$ cat config.mk
export PLATFORM = sky130hd
export DESIGN_NAME = wb_arbiter_flat
export DESIGN_NICKNAME = d
export VERILOG_FILES = /design/src/rtl/ecap5_dproc_pkg.sv /design/src/rtl/wb_arbiter_if.sv /design/src/rtl/wb_arbiter_picker.sv /design/src/rtl/wb_arbiter.sv /design/src/flat_wrapper.sv
export SDC_FILE = /design/constraint.sdc
export NUM_CORES = 1
export LEC_CHECK = 0
export ABC_AREA = 0
export BUFFER_PORTS_ARGS = -buffer_cell sky130_fd_sc_hd__buf_2
export CAP_MARGIN = 20
export CORE_AREA = 2 2 123 125
export CTS_BUF_LIST = sky130_fd_sc_hd__clkbuf_2
export CTS_CLUSTER_SIZE = 8
export DETAILED_ROUTE_END_ITERATION = 6
export DIE_AREA = 0 0 125 127
export PLACE_DENSITY_LB_ADDON = 0.1
export SYNTH_ARGS = -nofsm -noshare
export SYNTH_HDL_FRONTEND = slang
export SYNTH_HIERARCHICAL = 1
export SYNTH_SLANG_ARGS = --single-unit
$ cat constraint.sdc
create_clock -name clk_i -period 3.37 [get_ports clk_i]
set_input_delay 0.674 -clock clk_i [delete_from_list [all_inputs] [get_ports clk_i]]
set_output_delay 0.674 -clock clk_i [all_outputs]
set_load 0.03 [all_outputs]
$ cat src/rtl/ecap5_dproc_pkg.sv
// rtl/ecap5_dproc_pkg.sv - shared arbitration constants, FSM state type and helpers
package ecap5_dproc_pkg;

  localparam int ARB_FIXED = 0;
  localparam int ARB_RR    = 1;

  typedef enum logic {
    ARB_IDLE,
    ARB_BUSY
  } arb_state_t;

  function automatic int wrap_idx(int base, int off, int n);
    return (base + off) % n;
  endfunction

endpackage

$ cat src/rtl/wb_arbiter_if.sv
// rtl/wb_arbiter_if.sv - N slave ports plus one master port of the Wishbone arbiter
interface wb_arbiter_if #(
  parameter int NUM_PORTS = 2
);
  logic [NUM_PORTS-1:0][31:0] s_wb_adr_i;
  logic [NUM_PORTS-1:0][31:0] s_wb_dat_i;
  logic [NUM_PORTS-1:0][31:0] s_wb_dat_o;
  logic [NUM_PORTS-1:0]       s_wb_we_i;
  logic [NUM_PORTS-1:0][3:0]  s_wb_sel_i;
  logic [NUM_PORTS-1:0]       s_wb_stb_i;
  logic [NUM_PORTS-1:0]       s_wb_cyc_i;
  logic [NUM_PORTS-1:0]       s_wb_ack_o;
  logic [NUM_PORTS-1:0]       s_wb_stall_o;

  logic [31:0] m_wb_adr_o;
  logic [31:0] m_wb_dat_o;
  logic        m_wb_we_o;
  logic [3:0]  m_wb_sel_o;
  logic        m_wb_stb_o;
  logic        m_wb_cyc_o;
  logic [31:0] m_wb_dat_i;
  logic        m_wb_ack_i;
  logic        m_wb_stall_i;

  // The arbiter itself connects through the slave view.
  modport slave (
    input  s_wb_adr_i, s_wb_dat_i, s_wb_we_i, s_wb_sel_i, s_wb_stb_i, s_wb_cyc_i,
    output s_wb_dat_o, s_wb_ack_o, s_wb_stall_o,
    output m_wb_adr_o, m_wb_dat_o, m_wb_we_o, m_wb_sel_o, m_wb_stb_o, m_wb_cyc_o,
    input  m_wb_dat_i, m_wb_ack_i, m_wb_stall_i
  );

  modport master (
    output s_wb_adr_i, s_wb_dat_i, s_wb_we_i, s_wb_sel_i, s_wb_stb_i, s_wb_cyc_i,
    input  s_wb_dat_o, s_wb_ack_o, s_wb_stall_o,
    input  m_wb_adr_o, m_wb_dat_o, m_wb_we_o, m_wb_sel_o, m_wb_stb_o, m_wb_cyc_o,
    output m_wb_dat_i, m_wb_ack_i, m_wb_stall_i
  );

endinterface

$ cat src/rtl/wb_arbiter_picker.sv
// rtl/wb_arbiter_picker.sv - combinational request picker, fixed priority or round-robin
module wb_arbiter_picker
  import ecap5_dproc_pkg::*;
#(
  parameter  int NUM_PORTS = 2,
  localparam int IDX_W     = $clog2(NUM_PORTS)
) (
  input  logic [NUM_PORTS-1:0] req,
  input  logic [IDX_W-1:0]     rr_ptr,
  input  logic                 mode,
  output logic [IDX_W-1:0]     idx
);

  logic             found;
  int               base;
  logic [IDX_W-1:0] cand;

  // Fixed priority is a round-robin scan that always starts at port 0.
  always_comb begin
    idx   = '0;
    found = 1'b0;
    cand  = '0;
    base  = mode ? int'(rr_ptr) : 0;
    for (int k = 0; k < NUM_PORTS; k++) begin
      cand = IDX_W'(wrap_idx(base, k, NUM_PORTS));
      if (!found && req[cand]) begin
        idx   = cand;
        found = 1'b1;
      end
    end
  end

endmodule

$ cat src/rtl/wb_arbiter.sv
// rtl/wb_arbiter.sv - N-to-1 pipelined Wishbone arbiter with grant held per bus cycle
module wb_arbiter
  import ecap5_dproc_pkg::*;
#(
  parameter int NUM_PORTS       = 2,
  parameter int ARB_MODE        = ARB_FIXED,
  parameter int MAX_OUTSTANDING = 4
) (
  input logic         clk_i,
  input logic         rst_i,
  wb_arbiter_if.slave bus
);

  localparam int               IDX_W     = $clog2(NUM_PORTS);
  localparam int               CNT_W     = $clog2(MAX_OUTSTANDING + 1);
  localparam logic [CNT_W-1:0] CNT_MAX   = CNT_W'(MAX_OUTSTANDING);
  localparam logic [IDX_W-1:0] LAST_PORT = IDX_W'(NUM_PORTS - 1);

  arb_state_t           state_q, state_d;
  logic [IDX_W-1:0]     grant_q, grant_d;
  logic [IDX_W-1:0]     rr_ptr_q, rr_ptr_d;
  logic [CNT_W-1:0]     cnt_q, cnt_d;
  logic [IDX_W-1:0]     pick;
  logic [NUM_PORTS-1:0] req;
  logic                 busy;
  logic                 at_limit;
  logic                 accept;
  logic                 ack_dec;

  assign req      = bus.s_wb_cyc_i & bus.s_wb_stb_i;
  assign busy     = (state_q == ARB_BUSY);
  assign at_limit = (cnt_q == CNT_MAX);

  wb_arbiter_picker #(
    .NUM_PORTS(NUM_PORTS)
  ) u_picker (
    .req   (req),
    .rr_ptr(rr_ptr_q),
    .mode  (ARB_MODE == ARB_RR),
    .idx   (pick)
  );

  always_comb begin
    bus.m_wb_adr_o   = bus.s_wb_adr_i[grant_q];
    bus.m_wb_dat_o   = bus.s_wb_dat_i[grant_q];
    bus.m_wb_we_o    = bus.s_wb_we_i[grant_q];
    bus.m_wb_sel_o   = bus.s_wb_sel_i[grant_q];
    bus.m_wb_cyc_o   = busy & bus.s_wb_cyc_i[grant_q];
    bus.m_wb_stb_o   = busy & bus.s_wb_stb_i[grant_q] & ~at_limit;
    bus.s_wb_stall_o = '1;
    bus.s_wb_ack_o   = '0;
    bus.s_wb_dat_o   = '0;
    if (busy) begin
      bus.s_wb_stall_o[grant_q] = bus.m_wb_stall_i | at_limit;
      bus.s_wb_ack_o[grant_q]   = bus.m_wb_ack_i;
      bus.s_wb_dat_o[grant_q]   = bus.m_wb_dat_i;
    end
  end

  // Acks arriving with nothing in flight are not counted, so the counter cannot wrap.
  assign accept  = bus.m_wb_stb_o & ~bus.m_wb_stall_i;
  assign ack_dec = busy & bus.m_wb_ack_i & (cnt_q != '0);

  always_comb begin
    state_d  = state_q;
    grant_d  = grant_q;
    rr_ptr_d = rr_ptr_q;
    cnt_d    = cnt_q;
    case ({accept, ack_dec})
      2'b10:   cnt_d = cnt_q + 1'b1;
      2'b01:   cnt_d = cnt_q - 1'b1;
      default: cnt_d = cnt_q;
    endcase
    case (state_q)
      ARB_IDLE: begin
        if (|req) begin
          grant_d = pick;
          state_d = ARB_BUSY;
        end
      end
      ARB_BUSY: begin
        if (!bus.s_wb_cyc_i[grant_q]) begin
          state_d = ARB_IDLE;
          cnt_d   = '0;
          if (ARB_MODE == ARB_RR) begin
            rr_ptr_d = (grant_q == LAST_PORT) ? '0 : grant_q + 1'b1;
          end
        end
      end
      default: state_d = ARB_IDLE;
    endcase
  end

  always_ff @(posedge clk_i) begin
    if (rst_i) begin
      state_q  <= ARB_IDLE;
      grant_q  <= '0;
      rr_ptr_q <= '0;
      cnt_q    <= '0;
    end else begin
      state_q  <= state_d;
      grant_q  <= grant_d;
      rr_ptr_q <= rr_ptr_d;
      cnt_q    <= cnt_d;
    end
  end

endmodule

$ cat src/flat_wrapper.sv
// flat-port wrapper written by rule: the top's interface ports become plain ports
module wb_arbiter_flat import ecap5_dproc_pkg::*;
#(
  parameter int NUM_PORTS       = 2,
  parameter int ARB_MODE        = ARB_FIXED,
  parameter int MAX_OUTSTANDING = 4
)
  (clk_i, rst_i, bus_s_wb_adr_i, bus_s_wb_dat_i, bus_s_wb_we_i, bus_s_wb_sel_i, bus_s_wb_stb_i, bus_s_wb_cyc_i, bus_s_wb_dat_o, bus_s_wb_ack_o, bus_s_wb_stall_o, bus_m_wb_adr_o, bus_m_wb_dat_o, bus_m_wb_we_o, bus_m_wb_sel_o, bus_m_wb_stb_o, bus_m_wb_cyc_o, bus_m_wb_dat_i, bus_m_wb_ack_i, bus_m_wb_stall_i);
  wb_arbiter_if #(.NUM_PORTS(NUM_PORTS)) bus_i ();
  input logic clk_i;
  input logic rst_i;
  input wire logic [$bits(bus_i.s_wb_adr_i)-1:0] bus_s_wb_adr_i;
  input wire logic [$bits(bus_i.s_wb_dat_i)-1:0] bus_s_wb_dat_i;
  input wire logic [$bits(bus_i.s_wb_we_i)-1:0] bus_s_wb_we_i;
  input wire logic [$bits(bus_i.s_wb_sel_i)-1:0] bus_s_wb_sel_i;
  input wire logic [$bits(bus_i.s_wb_stb_i)-1:0] bus_s_wb_stb_i;
  input wire logic [$bits(bus_i.s_wb_cyc_i)-1:0] bus_s_wb_cyc_i;
  output wire logic [$bits(bus_i.s_wb_dat_o)-1:0] bus_s_wb_dat_o;
  output wire logic [$bits(bus_i.s_wb_ack_o)-1:0] bus_s_wb_ack_o;
  output wire logic [$bits(bus_i.s_wb_stall_o)-1:0] bus_s_wb_stall_o;
  output wire logic [$bits(bus_i.m_wb_adr_o)-1:0] bus_m_wb_adr_o;
  output wire logic [$bits(bus_i.m_wb_dat_o)-1:0] bus_m_wb_dat_o;
  output wire logic [$bits(bus_i.m_wb_we_o)-1:0] bus_m_wb_we_o;
  output wire logic [$bits(bus_i.m_wb_sel_o)-1:0] bus_m_wb_sel_o;
  output wire logic [$bits(bus_i.m_wb_stb_o)-1:0] bus_m_wb_stb_o;
  output wire logic [$bits(bus_i.m_wb_cyc_o)-1:0] bus_m_wb_cyc_o;
  input wire logic [$bits(bus_i.m_wb_dat_i)-1:0] bus_m_wb_dat_i;
  input wire logic [$bits(bus_i.m_wb_ack_i)-1:0] bus_m_wb_ack_i;
  input wire logic [$bits(bus_i.m_wb_stall_i)-1:0] bus_m_wb_stall_i;
  assign bus_i.s_wb_adr_i = bus_s_wb_adr_i;
  assign bus_i.s_wb_dat_i = bus_s_wb_dat_i;
  assign bus_i.s_wb_we_i = bus_s_wb_we_i;
  assign bus_i.s_wb_sel_i = bus_s_wb_sel_i;
  assign bus_i.s_wb_stb_i = bus_s_wb_stb_i;
  assign bus_i.s_wb_cyc_i = bus_s_wb_cyc_i;
  assign bus_s_wb_dat_o = bus_i.s_wb_dat_o;
  assign bus_s_wb_ack_o = bus_i.s_wb_ack_o;
  assign bus_s_wb_stall_o = bus_i.s_wb_stall_o;
  assign bus_m_wb_adr_o = bus_i.m_wb_adr_o;
  assign bus_m_wb_dat_o = bus_i.m_wb_dat_o;
  assign bus_m_wb_we_o = bus_i.m_wb_we_o;
  assign bus_m_wb_sel_o = bus_i.m_wb_sel_o;
  assign bus_m_wb_stb_o = bus_i.m_wb_stb_o;
  assign bus_m_wb_cyc_o = bus_i.m_wb_cyc_o;
  assign bus_i.m_wb_dat_i = bus_m_wb_dat_i;
  assign bus_i.m_wb_ack_i = bus_m_wb_ack_i;
  assign bus_i.m_wb_stall_i = bus_m_wb_stall_i;
  wb_arbiter #(.NUM_PORTS(NUM_PORTS), .ARB_MODE(ARB_MODE), .MAX_OUTSTANDING(MAX_OUTSTANDING)) u_core (.clk_i(clk_i), .rst_i(rst_i), .bus(bus_i));
endmodule
# ---- Word level (Yosys, flattened, before mapping)
# Index checks and enable logic that the tools add are counted.
# Widths: inputs -> output; s select.
dict set report word_totals {
  mem_bits_ro 0
  latch_bits 0
  regBits 5
  output_inout_bits 139
  wordCells 58
  memories 0
  ram_bits 0
}
dict set report op_classes {
  add_sub_neg 2
  eq_ne 3
  n_div 0
  n_bitwise 15
  n_mux 27
  magnitude_cmp 2
  mul 0
  reduce_logical 6
  shift 0
}
# cell count
set ops {}
lappend ops {{$mux 32} 5}
lappend ops {{$and 64x64->64} 1}
lappend ops {{$mux 64} 1}
lappend ops {{$demux 32 s1} 1}
lappend ops {{$mux 1} 11}
lappend ops {{$mux 4} 2}
lappend ops {{$and 1x1->1} 6}
lappend ops {{$mux 3} 2}
lappend ops {{$pmux 3 s2} 1}
lappend ops {{$and 2x2->2} 2}
lappend ops {{$mux 2} 2}
lappend ops {{$add 3x1->3 const B} 1}
lappend ops {{$eq 3x3->1 const B} 1}
lappend ops {{$not 1->1} 3}
lappend ops {{$reduce_bool 3->1} 1}
lappend ops {{$sub 3x1->3 const B} 1}
lappend ops {{$eq 2x1->1 const B} 1}
lappend ops {{$eq 2x2->1 const B} 1}
lappend ops {{$logic_and 1x1->1} 2}
lappend ops {{$lt 1x2->1 const B} 1}
lappend ops {{$not 2->2} 1}
lappend ops {{$or 2x2->2} 1}
lappend ops {{$pmux 1 s2} 1}
lappend ops {{$reduce_and 2->1} 1}
lappend ops {{5 further kinds} 5}

# ---- Logic depth before layout (Yosys ltp)
# Gate-level depths: netlist of the first run.
dict set report logic_depth {
  depth_word 9
  mapped_depth 10
}

# ---- By module
# The synthesis of the first run kept the hierarchy.
# mod seq_area_each_um2 cells_each area_each_um2 instances
set modules_own_cells {}
lappend modules_own_cells {wb_arbiter 100.1 195 1709.1 1}
lappend modules_own_cells {wb_arbiter_picker 0.0 2 11.3 1}

# ---- Worst setup path after synthesis of the first run
# No wires, ideal clock.
dict set report synth_timing {
  kind {input port to flip-flop}
  from {input port bus_s_wb_stb_i[0]}
  to {register u_core.cnt_q[2]}
  arrival_ns 2.156
  stages 8
  required_ns 3.300
  path_slack_ns 1.144
  cell_sequence {mux2_4 -> nand3_1 -> ha_1 -> inv_1 -> fa_1 -> xor2_1 -> or3_1 -> a21oi_1}
}
dict set report synth_between {
  elab_chain_cells 9
  word_cells_on_any_way 10
  classes_between {eq/ne: 2; mux: 5; bitwise: 3}
}
# element line
set synth_lines {}
lappend synth_lines {{start, declared} flat_wrapper.sv:16} ;# input wire logic [$bits(bus_i.s_wb_stb_i)-1:0] bus_s_wb_stb_i;
lappend synth_lines {{$mux 1 (implied by the code) (*) (2 in series)} wb_arbiter.sv:49} ;# bus.m_wb_stb_o = busy & bus.s_wb_stb_i[grant_q] & ~at_limit;
lappend synth_lines {{$and 1x1->1 (*) (2 in series)} wb_arbiter.sv:49}
lappend synth_lines {{$and 1x1->1 (*)} wb_arbiter.sv:61} ;# assign accept = bus.m_wb_stb_o & ~bus.m_wb_stall_i;
lappend synth_lines {{$eq 2x1->1 or $eq 2x2->1 (tied branches)} wb_arbiter.sv:69} ;# case ({accept, ack_dec})
lappend synth_lines {{$pmux 3 s2 (*)} wb_arbiter.sv:69}
lappend synth_lines {{$mux 3} wb_arbiter.sv:82} ;# if (!bus.s_wb_cyc_i[grant_q]) begin
lappend synth_lines {{$mux 3 (*)} wb_arbiter.sv:74} ;# case (state_q)
lappend synth_lines {{end signal, assigned} wb_arbiter.sv:104} ;# cnt_q <= cnt_d;
lappend synth_lines {{end, declared} wb_arbiter.sv:22} ;# logic [CNT_W-1:0] cnt_q, cnt_d;
# Mark *: on every way between the ends. The rest lies on a longest branch, timed or not. The select of a mux whose other input is x is not followed.
# A chain may end at the register's enable or synchronous reset.

# ---- Final worst setup path of the first run
dict set report layout_timing {
  from {register u_core.grant_q}
  to {output port bus_m_wb_adr_o[20]}
}
dict set report layout_between {
  elab_chain_cells 2
}
# element line
set layout_lines {}
lappend layout_lines {{start, declared} wb_arbiter.sv:20} ;# logic [IDX_W-1:0] grant_q, grant_d;
lappend layout_lines {{start signal, assigned} wb_arbiter.sv:102} ;# grant_q <= grant_d;
lappend layout_lines {{$mux 32 (implied by the code) (2 in series)} wb_arbiter.sv:44} ;# bus.m_wb_adr_o = bus.s_wb_adr_i[grant_q];
lappend layout_lines {{end, declared} flat_wrapper.sv:21} ;# output wire logic [$bits(bus_i.m_wb_adr_o)-1:0] bus_m_wb_adr_o;
# No other way between the ends. The select of a mux whose other input is x is not followed.

==> results of run 1 <==
==> metal layers <==
layer / share of wire / track usage
met1: 0.35 / 0.108
met4: 0.0068 / 0.00980
met2: 0.57 / 0.199
met3: 0.075 / 0.0172
met5: 0 / 0
==> registers in the layout, indices dropped and copies added, names as in the netlist <==
| register | cells |
|---|---|
| u_core/busy | 1 |
| u_core/cnt_q | 3 |
| u_core/grant_q | 1 |
==> worst max-delay path, delay by kind of cell, from the launching register on <==
| kind | cells | cell delay, ns |
|---|---|---|
| buf+inv | 2 | 0.53 |
| flops | 1 | 0.72 |
| mux | 1 | 0.39 |
==> report_power, final <==
group | switching, W | total, W | internal (W)
sequential | 0.00000885 | 0.0000698 | 0.0000610
clock | 0.0000287 | 0.0000602 | 0.0000315
combinational | 0.000302 | 0.000513 | 0.000211
total | 0.000339 | 0.000643 | 0.000303
==> layout make-up <==
type,instances,share of cell area
clock buffers,4,0.00579
inverters,4,0.00434
multi-input cells,170,0.427
diodes,1,0.000723
flip-flops and latches,5,0.0300
repair buffers,318,0.465
well taps,184,0.0665
==> metrics by stage <==
step	setup slack, ns	util	total power, W	instance area, um2
after detailed placement	0.883	0.238	0.000589	3440
after global routing	0.586	0.240	0.000687	3460
final	0.703	0.240	0.000643	3460
after floorplan	1.14	-	0.000393	1720
after CTS	0.665	0.240	0.000655	3460
after global placement	0.898	0.238	0.000590	3440
==> cells in the final DEF, fill, tap and decap left out, drive strengths merged <==
cell | netlist | final
and3 | 33 | 33
o311a | 1 | 1
nand3b | 1 | 1
and2 | 35 | 35
conb | 1 | 2
a21boi | 1 | 1
nand2 | 3 | 3
nand3 | 2 | 2
a21oi | 6 | 6
a21o | 1 | 1
mux2i | 1 | 1
clkbuf | 9 | 4
inv | 4 | 4
xor2 | 2 | 2
ha | 1 | 1
buf | 10 | 318
mux2 | 70 | 70
o21ai | 2 | 2
diode | 0 | 1
dfxtp | 5 | 5
nor2 | 6 | 6
or3 | 1 | 1
fa | 1 | 1
a22oi | 1 | 1
==> cells by family (layout without fill, tap and decap cells) <==
family	after synthesis	in the layout	share of synthesized area
AOI/OAI and AO/OA	12	12	0.0422
xor gates and xnor gates	2	2	0.0102
adders and majority gates	2	2	0.0189
buffers and inverters	23	326	0.0844
DFF	5	5	0.0582
muxes	71	71	0.499
other	1	3	0.00218
and+or+nand+nor	81	81	0.285
==> worst paths after layout <==
check / from / end / slack [ns] / cells past startpoint
worst min-delay path: u_core/cnt_q[2] / u_core/cnt_q[2] / 0.54 / 2
worst max register to register: u_core/grant_q / u_core/cnt_q[2] / 0.91 / 8
worst min register to register: u_core/cnt_q[2] / u_core/cnt_q[2] / 0.54 / 2
worst max-delay path: u_core/grant_q / bus_m_wb_adr_o[20] / 0.70 / 3
==> out/results.ini, run 1 <==
[finish]
multi_input_area_mm2=0.00148
area_growth_syn_to_layout_pct=101
fin_cells=686
ff_latch_area_um2=104
layout.nets=682
layout-drive-gt1-share=0.786
fillers=1632

[grt]
antenna_found_initial=1
grt_pass1_wl_um=12700
grtUsageTotal=0.0977
grt_max_degree=57
gr-total-overflow=0
grt_pass1_vias=2317

[yosys]
yosys-top-cells-count=mux2_2, and2_1, and3_1
yosys_most_used_dff=dfxtp_1
synth_area_mm2=0.00172
synth-seq-area-share=0.0582
synth.avg_cell_area_um2=8.73
synth.ff_latch_count=5
yosysMostFrequentCell=mux2_2
synth.distinct_cells=29
synth_top_area_share=0.353
syn_inst=197
synthTopCellsByArea=mux2_2, mux2_4, and2_1
async_flop_share=0
synth_edf_count=0
yosysTopAreaCell=mux2_2
yosys_warnings=6

[job]
maxCapViolCount=0

[clocking]
worstSkewPairLatency_ns=0.23
cts_hold_buf=0
cts.path.max_buffers=2
htreeDepth=1
cts.clk_slew.worst_paths_ns=0.06
cts_setup_buffers=0
cts_num_sinks=5
cts_tree=built
cts_inserted_buffers=3
post_cts_resize_count=0
cts_root_buffer=clkbuf_2

[sta]
grt_setup_unrepaired=no
fin_hold_ws_ns=0.536
fin_crit_ns=2.67
timing.final.crit_share=0.791
fmax_ghz=0.375
setup_viol=0
slew-limit-headroom=0.575
worst_pin_slew_ns=0.638
hold_violations=0
tns_ns=0
worst_clock_skew_ns=0.00115
final_max_slew_viol_count=0

[outcome]
status=completed

[pwr]
ir_drop_mv=0.0924
power_density_mw_per_mm2=186
p_leak_nw=2.09

[place]
portBuffers=316
dp.cells=681
gp_congestion=0.784
hpwl_um=7770

[floorplan]
die_x_um=125
initial_utilization=0.119
fp.dieH_um=127
die-area_mm2=0.0159
fp.coreArea_mm2=0.0144
ios=317
rows=44

[worst_setup_path]
crit_path_start_kind=flop
path_class=flop to primary output
cp-end-kind=primary output
slowest_stage=dfxtp_4
worstPathRequired_ns=2.70
cp_slowest_stage_delay_ns=0.72
crit_chain=buf_12, mux2_2, buf_2
critPathArrivalTime_ns=1.99
crit_path_max_fanout=56

[detailed_routing]
drt_wl_total_um=9100
vias_per_cell=3.76
routedWlPerCell_um=13.3
first_iter_violations=72
vias=2577
remaining_drc_errors=0
antenna_left=0
drtPass1Iterations=4

[hold_path]
hold_class=flop to flop

No activity file was read; power rests on OpenSTA's default activity.
==> run 2: changes to the inputs <==
--- a/config.mk
+++ b/config.mk
@@ -8,11 +8,11 @@
 export ABC_AREA = 0
 export BUFFER_PORTS_ARGS = -buffer_cell sky130_fd_sc_hd__buf_2
 export CAP_MARGIN = 20
-export CORE_AREA = 2 2 123 125
+export CORE_AREA = 2 2 122 124
 export CTS_BUF_LIST = sky130_fd_sc_hd__clkbuf_2
 export CTS_CLUSTER_SIZE = 8
 export DETAILED_ROUTE_END_ITERATION = 6
-export DIE_AREA = 0 0 125 127
+export DIE_AREA = 0 0 124 126
 export PLACE_DENSITY_LB_ADDON = 0.1
 export SYNTH_ARGS = -nofsm -noshare
 export SYNTH_HDL_FRONTEND = slang
==> constraint.sdc (replaced) <==
create_clock -name clk_i -period 2.3 [get_ports clk_i]
set_input_delay 0.46 -clock clk_i [delete_from_list [all_inputs] [get_ports clk_i]]
set_output_delay 0.46 -clock clk_i [all_outputs]
set_load 0.03 [all_outputs]
==> run 2 against run 1 <==
Largest power group unchanged. Clock-buffer cell count is the same. Largest cell class unchanged. Cell area rose by 1.8%. Sequential share of layout area down 0.054 points.
==> out/results.ini, run 2 (synthesized netlist as in run 1, its figures left out) <==
[outcome]
status=completed

[worst_setup_path]
path_class=flop to flop
critPathArrivalTime_ns=2.30  ; +0.31 ns
cp_top_family=adder cells
slowest_stage=dfxtp_4
cp_slowest_stage_delay_ns=0.43  ; -0.29 ns
path_buf_inv=1  ; -1
worstPathRequired_ns=2.47  ; -0.23 ns
crit_chain=mux2_4, nand3_1, ha_1, inv_1, fa_1, xor2_1, or3_1, a21oi_1
crit_path_max_fanout=6  ; -89%
cp-end-kind=flop
crit_path_start_kind=flop

[detailed_routing]
antenna_left=0  ; unchanged
first_iter_violations=47  ; -35%
drtPass1Iterations=4  ; unchanged
vias_per_cell=3.78  ; +0.54%
remaining_drc_errors=0  ; unchanged
drt_wl_total_um=9360  ; +2.9%
top_layer=met4
vias=2606  ; +1.1%
wl_met2_um=5210  ; +1.1%
routedWlPerCell_um=13.6  ; +2.3%
wl_met1_um=3120  ; -2.3%
route.met3.wl_um=942  ; +37%

[clocking]
cts_tree=built
cts.clk_slew.worst_paths_ns=0.06  ; about the same
cts_num_sinks=5  ; unchanged
htreeDepth=1  ; unchanged
cts_inserted_buffers=3  ; unchanged
cts_root_buffer=clkbuf_2
worstSkewPairLatency_ns=0.23  ; about the same
cts_hold_buf=0  ; unchanged
cts.path.max_buffers=2  ; unchanged

[sta]
tns_ns=0  ; unchanged
postLayoutSetupSlackWorst_ns=0.169  ; -0.535 ns
fmax_ghz=0.469
final_max_slew_viol_count=0  ; unchanged
fin_crit_ns=2.13
worst_clock_skew_ns=0.00305  ; +0.00191 ns
grt_setup_unrepaired=no
hold_violations=0  ; unchanged
timing.final.crit_share=0.927
setup_viol=0  ; unchanged

[finish]
fin_cells=690  ; +0.58%
utilization=0.246  ; +0.00630
layout-drive-gt1-share=0.789  ; +0.00211
final_common_cell=buf_2
largest_register=u_core/cnt_q
antenna_cells=0  ; -1
largest_reg_flops=3  ; unchanged
area_growth_syn_to_layout_pct=105
layout.nets=687  ; +0.73%
mostFrequentLayoutCells=buf_2, mux2_2, and2_1, and3_1, mux2_4

[hold_path]
hold_class=input pin to flop

[grt]
grt_pass1_wl_um=13100  ; +2.6%
grtUsageTotal=0.106  ; +0.00843
antenna_found_initial=0  ; -1
grt_pass1_vias=2507  ; +8.2%
gr-total-overflow=0  ; unchanged
grt_max_degree=61  ; +7.0%

[job]
maxCapViolCount=0  ; unchanged

[pwr]
ir_drop_mv=0.191  ; +110%
p_leak_nw=2.12  ; +1.4%
power_density_mw_per_mm2=274  ; +48%

[floorplan]
die-area_mm2=0.0156  ; -1.6%
ios=317  ; unchanged
fp.dieH_um=126  ; -0.79%
fp.coreArea_mm2=0.0143  ; -0.76%
initial_utilization=0.120  ; +0.000918
die_x_um=124  ; -0.80%
rows=44  ; unchanged

[place]
dp.cells=683  ; +0.29%
portBuffers=316  ; unchanged
gp_congestion=0.738  ; -5.9%
dp_slack_ns=0.0771  ; -0.806 ns
hpwl_um=7910  ; +1.8%

==> run 2: metrics by stage <==
stage | power, W | hold slack, ns | instance area, um2
6_report | 0.000966 | 0.387 | 3520
5_1_grt | 0.00104 | 0.388 | 3520
4_1_cts | 0.000966 | 0.379 | 3480
3_5_place_dp | 0.000869 | 0.542 | 3450
3_3_place_gp | 0.000867 | 0.518 | 3450
2_1_floorplan | 0.000576 | 0.484 | 1720
==> run 2: report_power, final <==
group | switching [W] | internal [W]
sequential | 0.00000750 | 0.0000895
combinational | 0.000456 | 0.000327
clock | 0.0000399 | 0.0000460
==> run 2: layer usage <==
metal / global-route usage / up-vias
li1: - / 1313
met1: 0.109 / 1151
met2: 0.219 / 133
met3: 0.0204 / 9
met4: 0.0139 / 0
met5: 0 / -
==> run 2: worst paths after layout <==
path                                 startpoint  slack [ns]  depth (start not counted)         endpoint
worst min-delay path                      rst_i        0.39                          2   u_core/grant_q
worst max register to register   u_core/grant_q        0.17                          8  u_core/cnt_q[2]
worst min register to register  u_core/cnt_q[2]        0.55                          2  u_core/cnt_q[2]
worst max-delay path             u_core/grant_q        0.17                          8  u_core/cnt_q[2]
==> run 2: repair_timing <==
item,CTS,global route
gates cloned,1,0
setup endpoints to repair,33,33
hold endpoints to repair,0,0
setup buffers,0,2
resized for setup,1,0
pin swaps,0,2
==> run 2: cell type report <==
cell class	count	area [um2]
timing repair buffer	322	1660
multi-input combinational	171	1490
fill	1612	10800
clock buffer	4	20.0
sequential	5	104
tap	184	230
inverter	4	15.0
==> run 2: worst register-to-register path, cell delays in order, from the launching register on <==
cell and delay, ns:
dfxtp_4 0.43, mux2_4 0.33, nand3_1 0.09, ha_1 0.18, inv_1 0.06, fa_1 0.37, xor2_1 0.16, or3_1 0.30
a21oi_1 0.14
==> run 3: changes to the inputs <==
--- a/config.mk
+++ b/config.mk
@@ -6,15 +6,14 @@
 export NUM_CORES = 1
 export LEC_CHECK = 0
 export ABC_AREA = 0
-export BUFFER_PORTS_ARGS = -buffer_cell sky130_fd_sc_hd__buf_2
 export CAP_MARGIN = 20
-export CORE_AREA = 2 2 122 124
+export CORE_AREA = 2 2 125 127
 export CTS_BUF_LIST = sky130_fd_sc_hd__clkbuf_2
 export CTS_CLUSTER_SIZE = 8
 export DETAILED_ROUTE_END_ITERATION = 6
-export DIE_AREA = 0 0 124 126
+export DIE_AREA = 0 0 127 129
+export DONT_BUFFER_PORTS = 1
 export PLACE_DENSITY_LB_ADDON = 0.1
 export SYNTH_ARGS = -nofsm -noshare
 export SYNTH_HDL_FRONTEND = slang
-export SYNTH_HIERARCHICAL = 1
 export SYNTH_SLANG_ARGS = --single-unit
==> run 3 against run 2 <==
Largest power group unchanged. Critical endpoint is now bus_m_wb_adr_o[0]. Global-route usage is 4.1 points lower. Cell area shrank 38%. Synthesized cell count shrank 2.0%. Sequential share of layout area grew 1.8 points.
==> out/results.ini, run 3 <==
[sta]
worst_clock_skew_ns=0.000849  ; -0.00220 ns
final_max_slew_viol_count=0  ; unchanged
timing.final.crit_share=0.933  ; +0.00619
slew-limit-headroom=0.524
grt_setup_unrepaired=no
fmax_ghz=0.466  ; -0.66%
fin_hold_ws_ns=0.311  ; -0.0753 ns
setup_viol=0  ; unchanged
tns_ns=0  ; unchanged
hold_violations=0  ; unchanged
worst_pin_slew_ns=0.713
fin_crit_ns=2.15  ; +0.0142 ns

[floorplan]
ios=317  ; unchanged
fp.dieH_um=129  ; +2.4%
rows=45  ; +2.3%
initial_utilization=0.113  ; -0.00724
die-area_mm2=0.0164  ; +4.9%
die_x_um=127  ; +2.4%
fp.coreArea_mm2=0.0150  ; +4.6%

[yosys]
synth-seq-area-share=0.0592  ; +0.000990
synth.distinct_cells=26  ; -10%
synth_area_mm2=0.00169  ; -1.7%
async_flop_share=0  ; unchanged
synth_nets=373
yosys-top-cells-count=mux2_2, and2_1, and3_1
yosys_most_used_dff=dfxtp_1
synthTopCellsByArea=mux2_2, mux2_4, and2_1
yosysTopAreaCell=mux2_2
syn_inst=193  ; -2.0%
synth_edf_count=0  ; unchanged
synth_top_area_share=0.353  ; -0.000644
synth.avg_cell_area_um2=8.76  ; +0.37%
synth.ff_latch_count=5  ; unchanged
yosys_warnings=0  ; -6
yosysMostFrequentCell=mux2_2

[worst_setup_path]
r2r-start=u_core.grant_q
critPathArrivalTime_ns=1.69  ; -0.61 ns
worstPathRequired_ns=1.84  ; -0.63 ns
r2r_end=u_core.cnt_q[2]
r2r_cells=8  ; unchanged
crit_path_start_kind=flop
crit_path_max_fanout=36  ; +30
r2r_setup_slack_ns=0.21  ; +0.04 ns
cp-end-kind=primary output
path_class=flop to primary output

[finish]
largest_reg_flops=3  ; unchanged
mostFrequentLayoutCells=mux2_2, buf_4, and3_1, and2_1, mux2_4
antenna_cells=0  ; unchanged
fin_cells=408  ; -41%
layout-drive-gt1-share=0.545  ; -0.243
area_growth_syn_to_layout_pct=30.0
layout.nets=401  ; -42%
largest_register=u_core.cnt_q
fillers=1720  ; +6.7%
final_common_cell=mux2_2

[grt]
grt_pass1_vias=1327  ; -47%
grt_max_degree=41  ; -33%
grt_pass1_wl_um=8200  ; -37%
grtUsageTotal=0.0654  ; -0.0408
gr-total-overflow=0  ; unchanged
antenna_found_initial=0  ; unchanged

[detailed_routing]
first_iter_violations=57  ; +21%
remaining_drc_errors=0  ; unchanged
routedWlPerCell_um=17.2  ; +27%
vias_per_cell=3.95  ; +4.5%
drt_wl_total_um=7020  ; -25%
drtPass1Iterations=4  ; unchanged
vias=1611  ; -38%
antenna_left=0  ; unchanged

[pwr]
p_comb_frac=0.787  ; -0.024
p_leak_nw=0.971  ; -54%
power_density_mw_per_mm2=376  ; +37%
pwr-share-seq=0.117  ; +0.017
power.internal_w=0.000347  ; -25%
switching_share=0.580  ; +0.0590
netSwitchingPower_w=0.000480  ; -4.7%
p_clk_frac=0.096  ; +0.007
ir_drop_mv=0.0885  ; -54%

[clocking]
cts_root_buffer=clkbuf_2
cts_num_sinks=5  ; unchanged
worstSkewPairLatency_ns=0.21  ; -0.02 ns
htreeDepth=1  ; unchanged
cts.path.max_buffers=2  ; unchanged
cts_hold_buf=0  ; unchanged
cts_tree=built
cts_setup_buffers=0  ; unchanged
cts.clk_slew.worst_paths_ns=0.05  ; about the same
cts_inserted_buffers=3  ; unchanged

[hold_path]
holdPathStages=1  ; -1
hold-path-endpoint=u_core.grant_q
hold_class=input pin to flop
min_from=rst_i

[place]
portBuffers=0  ; -100%
hpwl_um=5940  ; -25%
dp.cells=403  ; -41%
gp_congestion=0.711  ; -3.6%

[job]
maxCapViolCount=0  ; unchanged

[outcome]
status=completed

run 3: cell count changes in the layout (fill, tap and decap cells not counted), moves of 2 or more:
cell,change
nor2_4,-2
nor2b_4,+2
o21ba_2,+2
buf_6,+2
buf_4,+33
and2_1,-2
buf_2,-316
conb_1,-2
run 3: per-layer routing:
metal | global-route usage | part of all wire
met1 | 0.0914 | 0.41
met3 | 0.0187 | 0.080
met4 | 0.00970 | 0.0090
met2 | 0.102 | 0.50
met5 | 0 | 0
run 3: area by class of cell:
class,instances,area [um2],area share
Clock buffer,4,20.0,0.00910
Inverter,3,11.3,0.00512
Multi-Input combinational cell,167,1480,0.673
Sequential cell,5,104,0.0472
Tap cell,188,235,0.107
Timing Repair Buffer,41,348,0.158
run 3: worst max-delay path, stage by stage, from the launching register on:
cell	delay, ns
dfxtp_4	0.35
buf_6	0.27
buf_6	0.34
mux2_2	0.48
run 3: kinds of logic after synthesis:
logic type / Yosys count / share of synthesized area
AND/OR/NAND/NOR: 81 / 0.288
adder cells (fa/ha/maj): 2 / 0.0192
AO/OA/AOI/OAI: 10 / 0.0399
multiplexers: 71 / 0.510
flip-flops: 5 / 0.0592
buffers and inverters: 22 / 0.0732
XOR/XNOR: 2 / 0.0104
run 3: stage by stage:
stage               worst slack, ns  power [W]  utilization  area [um2]
finish                        0.154   0.000827        0.147        2200
global route                 0.0415   0.000871        0.147        2200
CTS                          0.0401   0.000829        0.145        2180
detailed placement            0.112   0.000743        0.144        2150
global placement              0.153   0.000749        0.144        2150
floorplan                    0.0858   0.000651            -        1690
run 3: power by group through the flow:
stage	Clock (W)	Combinational (W)	Sequential (W)
final	0.0000794	0.000651	0.0000964
after global routing	0.0000915	0.000682	0.0000972
after CTS	0.0000847	0.000649	0.0000953
after detailed placement	0	0.000646	0.0000973
after global placement	0	0.000652	0.0000973
after floorplan	0	0.000556	0.0000952
run 3: how the worst max path moves through the flow:
stage          slack (ns)  cells after the start              start                  to
6_report             0.15                      3     u_core.grant_q   bus_m_wb_adr_o[0]
5_1_grt              0.04                      9    u_core.cnt_q[1]     u_core.cnt_q[2]
4_1_cts              0.04                      4     u_core.grant_q  bus_s_wb_dat_o[19]
3_5_place_dp         0.11                      8  bus_s_wb_stb_i[0]     u_core.cnt_q[2]
3_3_place_gp         0.15                      8  bus_s_wb_stb_i[0]     u_core.cnt_q[2]
2_1_floorplan        0.09                     10     u_core.grant_q     u_core.cnt_q[2]
run 3: repair_timing:
action                                  in CTS  in global routing
resized for setup                            2                  4
cloned                                       0                  1
endpoints found under the setup margin      53                 76
